File: src/rtl/led_pattern_driver.sv
// -----------------------------------------------------------------------------
// led_pattern_driver
//
// Purpose:
//   Drives a single LED with one of four patterns selected by a command
//   handshake: OFF, ON (fixed PWM duty), BLINK (PWM duty gated by a
//   half-period measured in 10 ms ticks) and BREATHE (PWM duty ramping
//   0 -> peak -> 0 one step per tick). The PWM carrier is a free-running
//   8-bit counter, so a duty of N lights the LED for N of every 256 clocks.
//
// Optional feature:
//   BREATHE mode is only built when macro LED_PATTERN_BREATHE_EN is defined.
//   Without it, an accepted mode 3 behaves exactly like mode 0 (OFF) and the
//   handshake is unchanged.
//
// Parameters:
//   CLK_CYCLES  - clk cycles per second
//   TICK_CYCLES - clk cycles per 10 ms pattern tick
//
// Ports:
//   clk        in   1  system clock, all logic on the rising edge
//   rst_n      in   1  asynchronous active-low reset
//   cmd_valid  in   1  command offered
//   cmd_ready  out  1  command can be accepted (low for the one APPLY cycle)
//   cmd_mode   in   2  0 OFF, 1 ON, 2 BLINK, 3 BREATHE
//   cmd_duty   in   8  PWM duty (ON/BLINK) or peak duty (BREATHE)
//   cmd_period in   8  BLINK half-period in ticks (0 behaves as 1)
//   led        out  1  registered LED drive, 1 = lit
// -----------------------------------------------------------------------------
module led_pattern_driver #(
    parameter int CLK_CYCLES  = 50_000_000,
    parameter int TICK_CYCLES = CLK_CYCLES / 100
) (
    input  logic       clk,
    input  logic       rst_n,
    input  logic       cmd_valid,
    output logic       cmd_ready,
    input  logic [1:0] cmd_mode,
    input  logic [7:0] cmd_duty,
    input  logic [7:0] cmd_period,
    output logic       led
);

    // Prescaler width: wide enough to hold TICK_CYCLES-1.
    localparam int            PW        = (TICK_CYCLES > 1) ? $clog2(TICK_CYCLES) : 1;
    localparam logic [PW-1:0] TICK_LAST = PW'(TICK_CYCLES - 1);

    // S_APPLY is the single cycle after acceptance; the pattern state is
    // chosen from the latched mode when it ends.
    typedef enum logic [2:0] {
        S_OFF          = 3'd0,
        S_ON           = 3'd1,
        S_BLINK_ON     = 3'd2,
        S_BLINK_OFF    = 3'd3,
        S_APPLY        = 3'd4
`ifdef LED_PATTERN_BREATHE_EN
        ,
        S_BREATHE_UP   = 3'd5,
        S_BREATHE_DOWN = 3'd6
`endif
    } state_t;

    // -------------------------------------------------------------------------
    // Registers
    // -------------------------------------------------------------------------
    state_t        r_state;
    logic          r_cmd_ready;
    logic [1:0]    r_mode;
    logic [7:0]    r_duty;
    logic [7:0]    r_period;
    logic [7:0]    r_pwm_cnt;
    logic [PW-1:0] r_presc;
    logic [7:0]    r_tick_cnt;
    logic [7:0]    r_active_duty;
    logic          r_led;

    // -------------------------------------------------------------------------
    // Combinational signals
    // -------------------------------------------------------------------------
    logic          w_accept;
    logic          w_tick;
    logic [7:0]    w_period_last;
    logic [7:0]    w_duty_sel;
    logic          w_lit;
    logic          w_pwm_on;
    state_t        w_state_next;
    logic [7:0]    w_tick_cnt_next;
    logic [7:0]    w_active_duty_next;

    assign w_accept  = cmd_valid & r_cmd_ready;
    assign w_tick    = (r_presc == TICK_LAST);

    // A half-period of 0 ticks would never toggle; treat it as 1.
    assign w_period_last = (r_period == 8'd0) ? 8'd0 : (r_period - 8'd1);

    assign w_pwm_on  = (r_pwm_cnt < w_duty_sel);

    assign cmd_ready = r_cmd_ready;
    assign led       = r_led;

    // -------------------------------------------------------------------------
    // FSM state register and pattern datapath registers
    // -------------------------------------------------------------------------
    always_ff @(posedge clk or negedge rst_n) begin
        if (!rst_n) begin
            r_state       <= S_OFF;
            r_tick_cnt    <= 8'd0;
            r_active_duty <= 8'd0;
        end else begin
            r_state       <= w_state_next;
            r_tick_cnt    <= w_tick_cnt_next;
            r_active_duty <= w_active_duty_next;
        end
    end

    // -------------------------------------------------------------------------
    // Command handshake and latched fields. Fields only change on an
    // accepted command, so the pattern ignores input wiggles between commands.
    // -------------------------------------------------------------------------
    always_ff @(posedge clk or negedge rst_n) begin
        if (!rst_n) begin
            r_cmd_ready <= 1'b0;
            r_mode      <= 2'd0;
            r_duty      <= 8'd0;
            r_period    <= 8'd0;
        end else begin
            // Ready comes up on the first edge out of reset and drops for
            // exactly the one cycle following each acceptance.
            r_cmd_ready <= ~w_accept;
            if (w_accept) begin
                r_mode   <= cmd_mode;
                r_duty   <= cmd_duty;
                r_period <= cmd_period;
            end
        end
    end

    // -------------------------------------------------------------------------
    // PWM carrier (free-running) and tick prescaler (restarted per command so
    // the first tick of a new pattern is a full TICK_CYCLES after acceptance).
    // -------------------------------------------------------------------------
    always_ff @(posedge clk or negedge rst_n) begin
        if (!rst_n) begin
            r_pwm_cnt <= 8'd0;
            r_presc   <= '0;
        end else begin
            r_pwm_cnt <= r_pwm_cnt + 8'd1;
            if (w_accept || w_tick) begin
                r_presc <= '0;
            end else begin
                r_presc <= r_presc + PW'(1);
            end
        end
    end

    // -------------------------------------------------------------------------
    // LED output register: one clock behind the PWM counter and state.
    // -------------------------------------------------------------------------
    always_ff @(posedge clk or negedge rst_n) begin
        if (!rst_n) begin
            r_led <= 1'b0;
        end else begin
            r_led <= w_lit & w_pwm_on;
        end
    end

    // -------------------------------------------------------------------------
    // Next-state and output decode
    // -------------------------------------------------------------------------
    always_comb begin
        w_state_next       = r_state;
        w_tick_cnt_next    = r_tick_cnt;
        w_active_duty_next = r_active_duty;
        w_duty_sel         = 8'd0;
        w_lit              = 1'b0;

        // Outputs depend only on the current state.
        case (r_state)
            S_ON,
            S_BLINK_ON: begin
                w_lit      = 1'b1;
                w_duty_sel = r_duty;
            end
`ifdef LED_PATTERN_BREATHE_EN
            S_BREATHE_UP,
            S_BREATHE_DOWN: begin
                w_lit      = 1'b1;
                w_duty_sel = r_active_duty;
            end
`endif
            default: begin
                w_lit      = 1'b0;
                w_duty_sel = 8'd0;
            end
        endcase

        if (w_accept) begin
            // A new command abandons whatever pattern is running.
            w_state_next       = S_APPLY;
            w_tick_cnt_next    = 8'd0;
            w_active_duty_next = 8'd0;
        end else begin
            case (r_state)
                S_APPLY: begin
                    w_tick_cnt_next    = 8'd0;
                    w_active_duty_next = 8'd0;
                    case (r_mode)
                        2'd1:    w_state_next = S_ON;
                        2'd2:    w_state_next = S_BLINK_ON;
`ifdef LED_PATTERN_BREATHE_EN
                        2'd3:    w_state_next = S_BREATHE_UP;
`endif
                        default: w_state_next = S_OFF;
                    endcase
                end

                S_BLINK_ON: begin
                    if (w_tick) begin
                        if (r_tick_cnt == w_period_last) begin
                            w_state_next    = S_BLINK_OFF;
                            w_tick_cnt_next = 8'd0;
                        end else begin
                            w_tick_cnt_next = r_tick_cnt + 8'd1;
                        end
                    end
                end

                S_BLINK_OFF: begin
                    if (w_tick) begin
                        if (r_tick_cnt == w_period_last) begin
                            w_state_next    = S_BLINK_ON;
                            w_tick_cnt_next = 8'd0;
                        end else begin
                            w_tick_cnt_next = r_tick_cnt + 8'd1;
                        end
                    end
                end

`ifdef LED_PATTERN_BREATHE_EN
                // Ramp up; turn around on the tick that reaches the peak.
                // A peak of 0 never satisfies the guard, so the ramp parks
                // at 0 without flipping direction.
                S_BREATHE_UP: begin
                    if (w_tick && (r_active_duty < r_duty)) begin
                        w_active_duty_next = r_active_duty + 8'd1;
                        if ((r_active_duty + 8'd1) == r_duty) begin
                            w_state_next = S_BREATHE_DOWN;
                        end
                    end
                end

                // Ramp down; turn around on the tick that reaches 0.
                S_BREATHE_DOWN: begin
                    if (w_tick && (r_active_duty != 8'd0)) begin
                        w_active_duty_next = r_active_duty - 8'd1;
                        if (r_active_duty == 8'd1) begin
                            w_state_next = S_BREATHE_UP;
                        end
                    end
                end
`endif

                S_ON: begin
                    w_state_next = S_ON;
                end

                default: begin
                    w_state_next = S_OFF;
                end
            endcase
        end
    end

endmodule
File: config.mk
export PLATFORM = sky130hd
export DESIGN_NAME = led_pattern_driver
export DESIGN_NICKNAME = d
export VERILOG_FILES = /design/src/rtl/led_pattern_driver.sv
export SDC_FILE = /design/constraint.sdc
export NUM_CORES = 1
export LEC_CHECK = 0
export ABC_AREA = 1
export CORE_MARGIN = 1
export CORE_UTILIZATION = 54
export DETAILED_ROUTE_END_ITERATION = 8
export PLACE_DENSITY = 0.81
export SETUP_SLACK_MARGIN = 0.4
export SYNTH_ARGS = -nofsm -noshare
export SYNTH_HDL_FRONTEND = slang
export SYNTH_SLANG_ARGS = --single-unit
export TNS_END_PERCENT = 100
File: constraint.sdc
create_clock -name clk -period 2.4 [get_ports clk]
set_input_delay 0.24 -clock clk [delete_from_list [all_inputs] [get_ports clk]]
set_output_delay 0.24 -clock clk [all_outputs]
set_load 0.005 [all_outputs]
[Word-level counts from Yosys, hierarchy flattened]
Index checks and enable logic that the tools add are counted.
Widths: inputs -> output; s select.
Operators by class
  $add $sub $neg: 4
  multipliers: 0
  divide/modulo/power cells: 0
  magnitude comparators: 1
  eq/ne operators: 13
  shift-type cells: 0
  mux-type cells: 15
  bitwise logic cells: 3
  reduce and logical (&&, ||, !) cells: 7
Operator list (number)
  $mux 8: 5
  $add 19x1->19 const B: 1
  $eq 19x19->1 const B: 1
  $mux 19: 1
  $add 8x1->8 const B: 2
  $pmux 8 s2: 1
  $mux 3: 5
  $ne 3x3->1 const B: 4
  $pmux 3 s4: 1
  $eq 8x8->1: 1
  $logic_not 8->1: 1
  $lt 8x8->1: 1
  $sub 8x1->8 const B: 1
  $eq 3x2->1 const B: 2
  $pmux 2 s2: 1
  $reduce_and 4->1: 1
  $reduce_or 2->1: 2
  $eq 3x1->1 const B: 1
  $eq 3x3->1 const B: 1
  $ne 3x1->1 const B: 1
  $reduce_bool 3->1: 1
  $and 1x1->1: 2
  $eq 2x1->1 const B: 1
  $eq 2x2->1 const B: 1
  other kinds (4): 4
Word-level totals
  register bits: 58
  latch bits: 0
  bits in writable memories: 0
  memory bits (read-only): 0
  bits of input ports: 21
  word-level logic and storage cells: 52
  memories kept: 0

[Logic depth before layout (Yosys ltp)]
Gate-level depths: netlist of the first run.
  depth after elaboration: 7
  mapped depth: 16
  gate-level depth less buffers: 16

[Worst setup path after synthesis of the first run]
No wires, ideal clock.
  path kind: register to register
  start: reg r_state[0]
  end: reg r_led, in the netlist led
  setup time: 0.082 ns
  arrival time: 1.711 ns
  path slack: 0.607 ns
  cell stages (with the launch flop): 13
  path buffers: 0
  cell sequence: dfrtp_1 > inv_1 > nand3_1 > nand2_1 > nand2_1 > ha_1 > a21boi_0 > o21a_1 > o21ai_0 > nand2_1 > nand3_1 > nand2_1 > a31oi_1
On the way
  longest elaborated chain between the ends: 5
Ends and longest elaborated chain
  from (decl): line 66  | state_t r_state;
  from (signal assigned): line 110  | r_state <= w_state_next;
  $eq 3x2->1 or $eq 3x1->1 (tied branches): line 178  | case (r_state)
  $reduce_or 2->1 (*): line 178
  $mux 8: line 178
  $lt 8x8->1: line 96  | assign w_pwm_on = (r_pwm_cnt < w_duty_sel);
  $and 1x1->1 (*): line 163  | r_led <= w_lit & w_pwm_on;
  to (signal assigned): line 163
  to (decl): line 75  | logic r_led;
Mark *: on every way between the ends. The rest lies on a longest branch, timed or not.
A chain may end at the register's enable or synchronous reset.

[Worst setup path after layout of the first run]
Same ends and word-level chain as after synthesis.

==> results of run 1 <==
## repair_timing
item	4_1_cts	5_1_grt
setup endpoints to repair	1	12
pin swaps	0	3
gates resized for setup	1	12
setup buffers	0	6
cloned	0	1
## registers in the layout (all words and copies together), names as in the netlist
signal and flops:
r_duty 8, led 1, r_presc 19, r_state 3, r_period 8, r_mode 2
r_pwm_cnt 8, r_tick_cnt 8, cmd_ready 1
## worst max-delay path, cell delays in order (launching register included)
cell	delay, ns
dfrtp_1	0.40
buf_4	0.13
nand3_2	0.09
nand2_4	0.12
nand2_1	0.07
ha_1	0.27
a21boi_0	0.12
o21a_1	0.17
o21ai_1	0.11
nand2_1	0.06
nand3_1	0.06
nand2_1	0.05
a31oi_1	0.12
## placed cells by master (no fill, tap or decap), drive strengths merged
| cell | count |
|---|---|
| nand4 | 10 |
| o21a | 2 |
| o21ai | 25 |
| clkbuf | 13 |
| nand3 | 32 |
| a21boi | 1 |
| o21bai | 1 |
| ha | 11 |
| dfrtp | 58 |
| buf | 11 |
| clkdlybuf4s50 | 21 |
| a211oi | 1 |
| nand2 | 121 |
| bufinv | 2 |
| or2 | 1 |
| nor4 | 2 |
| a31oi | 2 |
| a21oi | 19 |
| nor3 | 9 |
| inv | 49 |
| clkinv | 2 |
| xor2 | 4 |
| xnor2 | 5 |
| nor2 | 41 |
| nor4b | 1 |
## worst paths after layout
path / start / endpoint / slack [ns] / cells after the start
min in group clk: cmd_mode[0] / r_mode[0] / 0.43 / 3
max reg2reg: r_state[0] / led / 0.55 / 12
max: r_state[0] / led / 0.55 / 12
max in group asynchronous: rst_n / led / 1.89 / 2
min reg2reg: r_presc[0] / r_presc[0] / 0.48 / 1
min: rst_n / r_period[5] / 0.04 / 2
## report_power, final
part           switching (uW)  total, uW  internal (uW)  leakage (uW)
combinational             282        473            192      0.000965
sequential               54.0       1100           1050      0.000755
clock                     369       1010            637      0.000110
## layout make-up
type                       count  area share (%)
timing repair inverter         1          0.1323
clock inverter                 2           1.587
tap                           72           2.381
sequential                    58           38.36
timing repair buffer          32           7.672
inverter                      50           5.159
clock buffer                  13           4.200
multi-input combinational    288           40.51
## stage by stage
stage	hold WS (ns)	power [uW]	instance area, um2	cells
floorplan	-0.05559	1405	3157	401
global placement	0.4245	1514	3466	494
detailed placement	0.4310	1532	3466	494
CTS	0.06584	2544	3687	509
global route	0.1149	2722	3784	516
finish	0.03692	2579	3784	516
## metal layers
metal	up-vias	wire [um]	global-route usage [%]
met5	-	0	0
met4	0	99	10.00
li1	1369	-	-
met2	42	3279	41.58
met1	1290	2934	29.20
met3	10	200	4.535
## logic make-up (layout without fill, tap and decap cells)
logic type      after synthesis  count (layout)  share of synthesized area [%]
xor+xnor                      9               9                          2.497
compound gates               51              51                          8.561
flops                        58              58                          45.98
fa+ha+maj                    11              11                          4.360
buf+inv                      55              98                          7.015
simple gates                217             217                          31.59
==> flow_summary.ini, run 1 <==
[run_status]
status = finished clean

[timing]
timing.final.crit_share_pct = 77.05
rsz0062_at_grt = yes
setup_slack_ns = 0.5508
hold_viol = 0
slew_viol_final = 0
tightestPinTransition_ns = 0.7100
finalSetupViolCount = 0
fin_skew_ns = 0.007466
min_period_ns = 1.849
slew_headroom_pct = 52.67
fmax_mhz = 540.8
setup_tns_ns = 0

[global_routing]
grt_max_degree = 59
antenna_found_initial = 0
grt_usage_pct = 23.98
grt_overflow_total = 0
grt_pass1_wl_um = 11500
grt_pass1_vias = 2693

[run]
maxCapViolCount = 0

[cells_and_area]
layout.area.seq_mm2 = 0.001451
multi_input_area_mm2 = 0.001533
layout-drive-gt1-share_pct = 13.51
fin_util_pct = 67.88
antennaDiodeCount = 0
area_growth_pct = 19.86
layout.nets = 472
fillers = 464

[synth]
synthTopCellsByCount = nand2_1, dfrtp_1, inv_1
synth_most_common_cell = nand2_1
yosys.area.top_type_share_pct = 45.98
ys_ff_latch = 58
ys_seq_area_share_pct = 45.98
synth_top_flop_cell = dfrtp_1
synth-async-reset-ratio_pct = 100.0
syn-cell-area_mm2 = 0.003157
synth_cell_types = 33
avgSynthCellArea_um2 = 7.872
synth_nets = 433
synth_area_leader_cell = dfrtp_1
synth_edf_count = 0
ys_top_cells_by_area = dfrtp_1, nand2_1, inv_1
syn_inst = 401
yosysWarnings = 0

[power]
vdd.ir_drop.worst_mv = 0.4465
p_leak_uw = 0.001830
power_density_mw_per_mm2 = 681.7

[floorplan]
dieWidth_um = 78.46
row_count = 27
pin_count = 23
dieHeight_um = 78.46
coreArea_mm2 = 0.005574
initial_utilization_pct = 56.63
die_area_mm2 = 0.006156

[critical_path]
crit_path_end_kind = flip-flop
cp.required_ns = 2.65
path_class = flip-flop to flip-flop
cp-start-kind = flip-flop
cp.arrival_ns = 2.10
crit_fanout = 7

[clocking]
cts_root_buffer = clkbuf_8
htree_num_levels = 3
postCtsHoldBufs = 0
ctsLongestPathBuffers = 2
cts_made_buffers = 9
clk_latency_ns = 0.34
cts.sinks = 58
clkSlewWorstSetupHoldPaths_ns = 0.06
cts_tree = built

[place]
portBuffers = 22
place.gp.congestion = 0.8532
dp_hpwl_um = 4505
dp_slack_ns = 0.3796

[drt]
drt_wl_total_um = 6513
ant_nets = 0
vias = 2711
wire_per_inst_um = 12.62
dr.first_iter.drc_count = 118
first_pass_iters = 6
drc = 0
vias_per_cell = 5.254

[hold_path]
hold_path.class = input pin to asynchronous set/reset pin
Note: power is estimated with default switching activity, not from simulation.
==> run 2: changes to the inputs <==
--- a/config.mk
+++ b/config.mk
@@ -7,9 +7,9 @@
 export LEC_CHECK = 0
 export ABC_AREA = 1
 export CORE_MARGIN = 1
-export CORE_UTILIZATION = 54
+export CORE_UTILIZATION = 53
 export DETAILED_ROUTE_END_ITERATION = 8
-export PLACE_DENSITY = 0.81
+export PLACE_DENSITY = 0.83
 export SETUP_SLACK_MARGIN = 0.4
 export SYNTH_ARGS = -nofsm -noshare
 export SYNTH_HDL_FRONTEND = slang
==> constraint.sdc (replaced) <==
create_clock -name clk -period 1.7 [get_ports clk]
set_input_delay 0.17 -clock clk [delete_from_list [all_inputs] [get_ports clk]]
set_output_delay 0.17 -clock clk [all_outputs]
set_load 0.005 [all_outputs]
==> flow_summary.ini, run 2 (synthesized netlist as in run 1, its figures left out) <==
[critical_path]
cp.arrival_ns = 2.22
crit_path_end_kind = flip-flop
crit_path_start = r_period[0]
r2r_cells = 14
slowest_delay_ns = 0.41
path_class = flip-flop to flip-flop
r2r_setup_slack_ns = -0.27
r2r_start = r_period[0]
r2r_end = r_tick_cnt[4]
cp-start-kind = flip-flop
worstSetupEndpoint = r_tick_cnt[4]
path_cells = inv_2 -> ha_4 -> nand2_4 -> inv_4 -> nand3_2 -> nand2_1 -> nand2_1 -> nand2_1 -> nand2_1 -> nor2_2 -> nand3_2 -> nand2_4 -> buf_4 -> a21oi_2
path_common_cell = nand2_1
cp.required_ns = 1.95
crit_fanout = 7
slowest_stage = dfrtp_1

[timing]
slew_viol_final = 0
finalSetupViolCount = 18
timing.final.crit_share_pct = 116.2
setup_slack_ns = -0.2747
fmax_mhz = 506.4
min_period_ns = 1.975
tightestPinTransition_ns = 0.4063
hold_viol = 0
slew_headroom_pct = 72.85
fin_skew_ns = 0.009497
rsz0062_at_grt = yes

[power]
p_leak_uw = 0.002187
power_uw = 3783
vdd.ir_drop.worst_mv = 0.6297
power_density_mw_per_mm2 = 835.3

[clocking]
cts_root_buffer = clkbuf_8
clkSlewWorstSetupHoldPaths_ns = 0.07
clk_latency_ns = 0.35
htree_num_levels = 3
cts.sinks = 58
cts_tree = built
ctsLongestPathBuffers = 2
cts_made_buffers = 9

[hold_path]
hold_path.class = input pin to asynchronous set/reset pin

[floorplan]
coreArea_mm2 = 0.005608
pin_count = 23
initial_utilization_pct = 56.29
die_area_mm2 = 0.006269
row_count = 27
dieHeight_um = 79.18
dieWidth_um = 79.18

[place]
portBuffers = 22
dp_hpwl_um = 4930
numPlacedInstances = 523
dp_slack_ns = -0.1117
place.gp.congestion = 0.8328

[cells_and_area]
layout-drive-gt1-share_pct = 35.13
fillers = 324
regMostFlops = r_presc
final_cells = 573
area_growth_pct = 43.48
antennaDiodeCount = 0
layout.nets = 528
final_cell_mix = nand2_1, dfrtp_1, buf_4, inv_1, nor2_1
largest_reg_flops = 19
final_common_cell = nand2_1

[drt]
vias_per_cell = 5.908
drt_wl_total_um = 9898
first_pass_iters = 6
wire_per_inst_um = 17.27
drc = 0
vias = 3385
ant_nets = 0
dr.first_iter.drc_count = 423

[global_routing]
antenna_found_initial = 0
grt_pass1_vias = 3015
grt_overflow_total = 0
grt_pass1_wl_um = 13320
grt_max_degree = 59
grt_usage_pct = 27.83

[run]
maxCapViolCount = 0

[run_status]
violations = negative setup slack
status = finished with violations
-- run 2: cell types whose count changed in the layout (fill, tap and decap cells not counted), sizes merged, moves of 2 or more --
cell / before / now
clkbuf: 13 / 10
dlygate4sd2: 0 / 2
bufinv: 2 / 0
clkinvlp: 0 / 3
inv: 49 / 52
clkdlybuf4s50: 21 / 19
buf: 11 / 65
-- run 2: cell type report --
cell class / count / area, um2 / area share (%)
Inverter: 50 / 210.2 / 4.641
Multi-Input combinational cell: 288 / 1829 / 40.39
Tap cell: 72 / 90.09 / 1.989
Timing Repair inverter: 2 / 15.01 / 0.3315
Sequential cell: 58 / 1453 / 32.07
Clock buffer: 10 / 137.6 / 3.039
Timing Repair Buffer: 87 / 753.2 / 16.63
Clock inverter: 6 / 41.29 / 0.9116
-- run 2: critical path: cells and delay by family, from the launching register on --
family          cells  cell delay (ns)
flops               1             0.41
buf+inv             3             0.33
simple gates        9             0.91
fa+ha+maj           1             0.18
compound gates      1             0.05
-- run 2: routing by layer --
metal / vias up / track usage, % / wire [um]
li1: 1495 / - / -
met1: 1599 / 34.83 / 3719
met2: 240 / 46.72 / 4785
met3: 51 / 5.747 / 973
met4: 0 / 11.45 / 420
met5: - / 0 / 0
-- run 2: per-stage QoR --
step | cell area [um2] | hold slack [ns] | utilization, % | TNS [ns]
final | 4529 | 0.3438 | 80.77 | -2.554
after global routing | 4529 | 0.3546 | 80.77 | -4.789
after CTS | 4290 | 0.3453 | 76.51 | -0.2772
after detailed placement | 3807 | 0.1948 | 67.89 | -0.4664
after global placement | 3807 | 0.1934 | 67.89 | -0.04410
after floorplan | 3273 | -0.1256 | - | 0
-- run 2: worst min-delay path by stage --
stage / startpoint / endpoint / slack, ns / cells past startpoint
2_1_floorplan: rst_n / cmd_ready / -0.13 / 0
3_3_place_gp: rst_n / r_period[0] / 0.19 / 2
3_5_place_dp: rst_n / r_period[0] / 0.19 / 2
4_1_cts: cmd_duty[4] / r_duty[4] / 0.35 / 3
5_1_grt: cmd_duty[2] / r_duty[2] / 0.35 / 3
6_report: rst_n / r_period[0] / 0.34 / 3
-- run 2: repair_timing --
| action | 4_1_cts | 5_1_grt |
|---|---|---|
| pin swaps | 13 | 18 |
| cloned | 1 | 1 |
| endpoints found under the setup margin | 30 | 30 |
| endpoints found under the hold margin | 58 | 0 |
| setup buffers | 16 | 15 |
| hold buffers | 1 | 0 |
| resized for setup | 47 | 36 |
-- run 2: power by group --
group	total, uW	leakage, uW	switching (uW)	internal, uW
combinational	1030	0.00135	589	441
clock	1180	0.0000847	618	567
sequential	1570	0.000753	92.7	1480
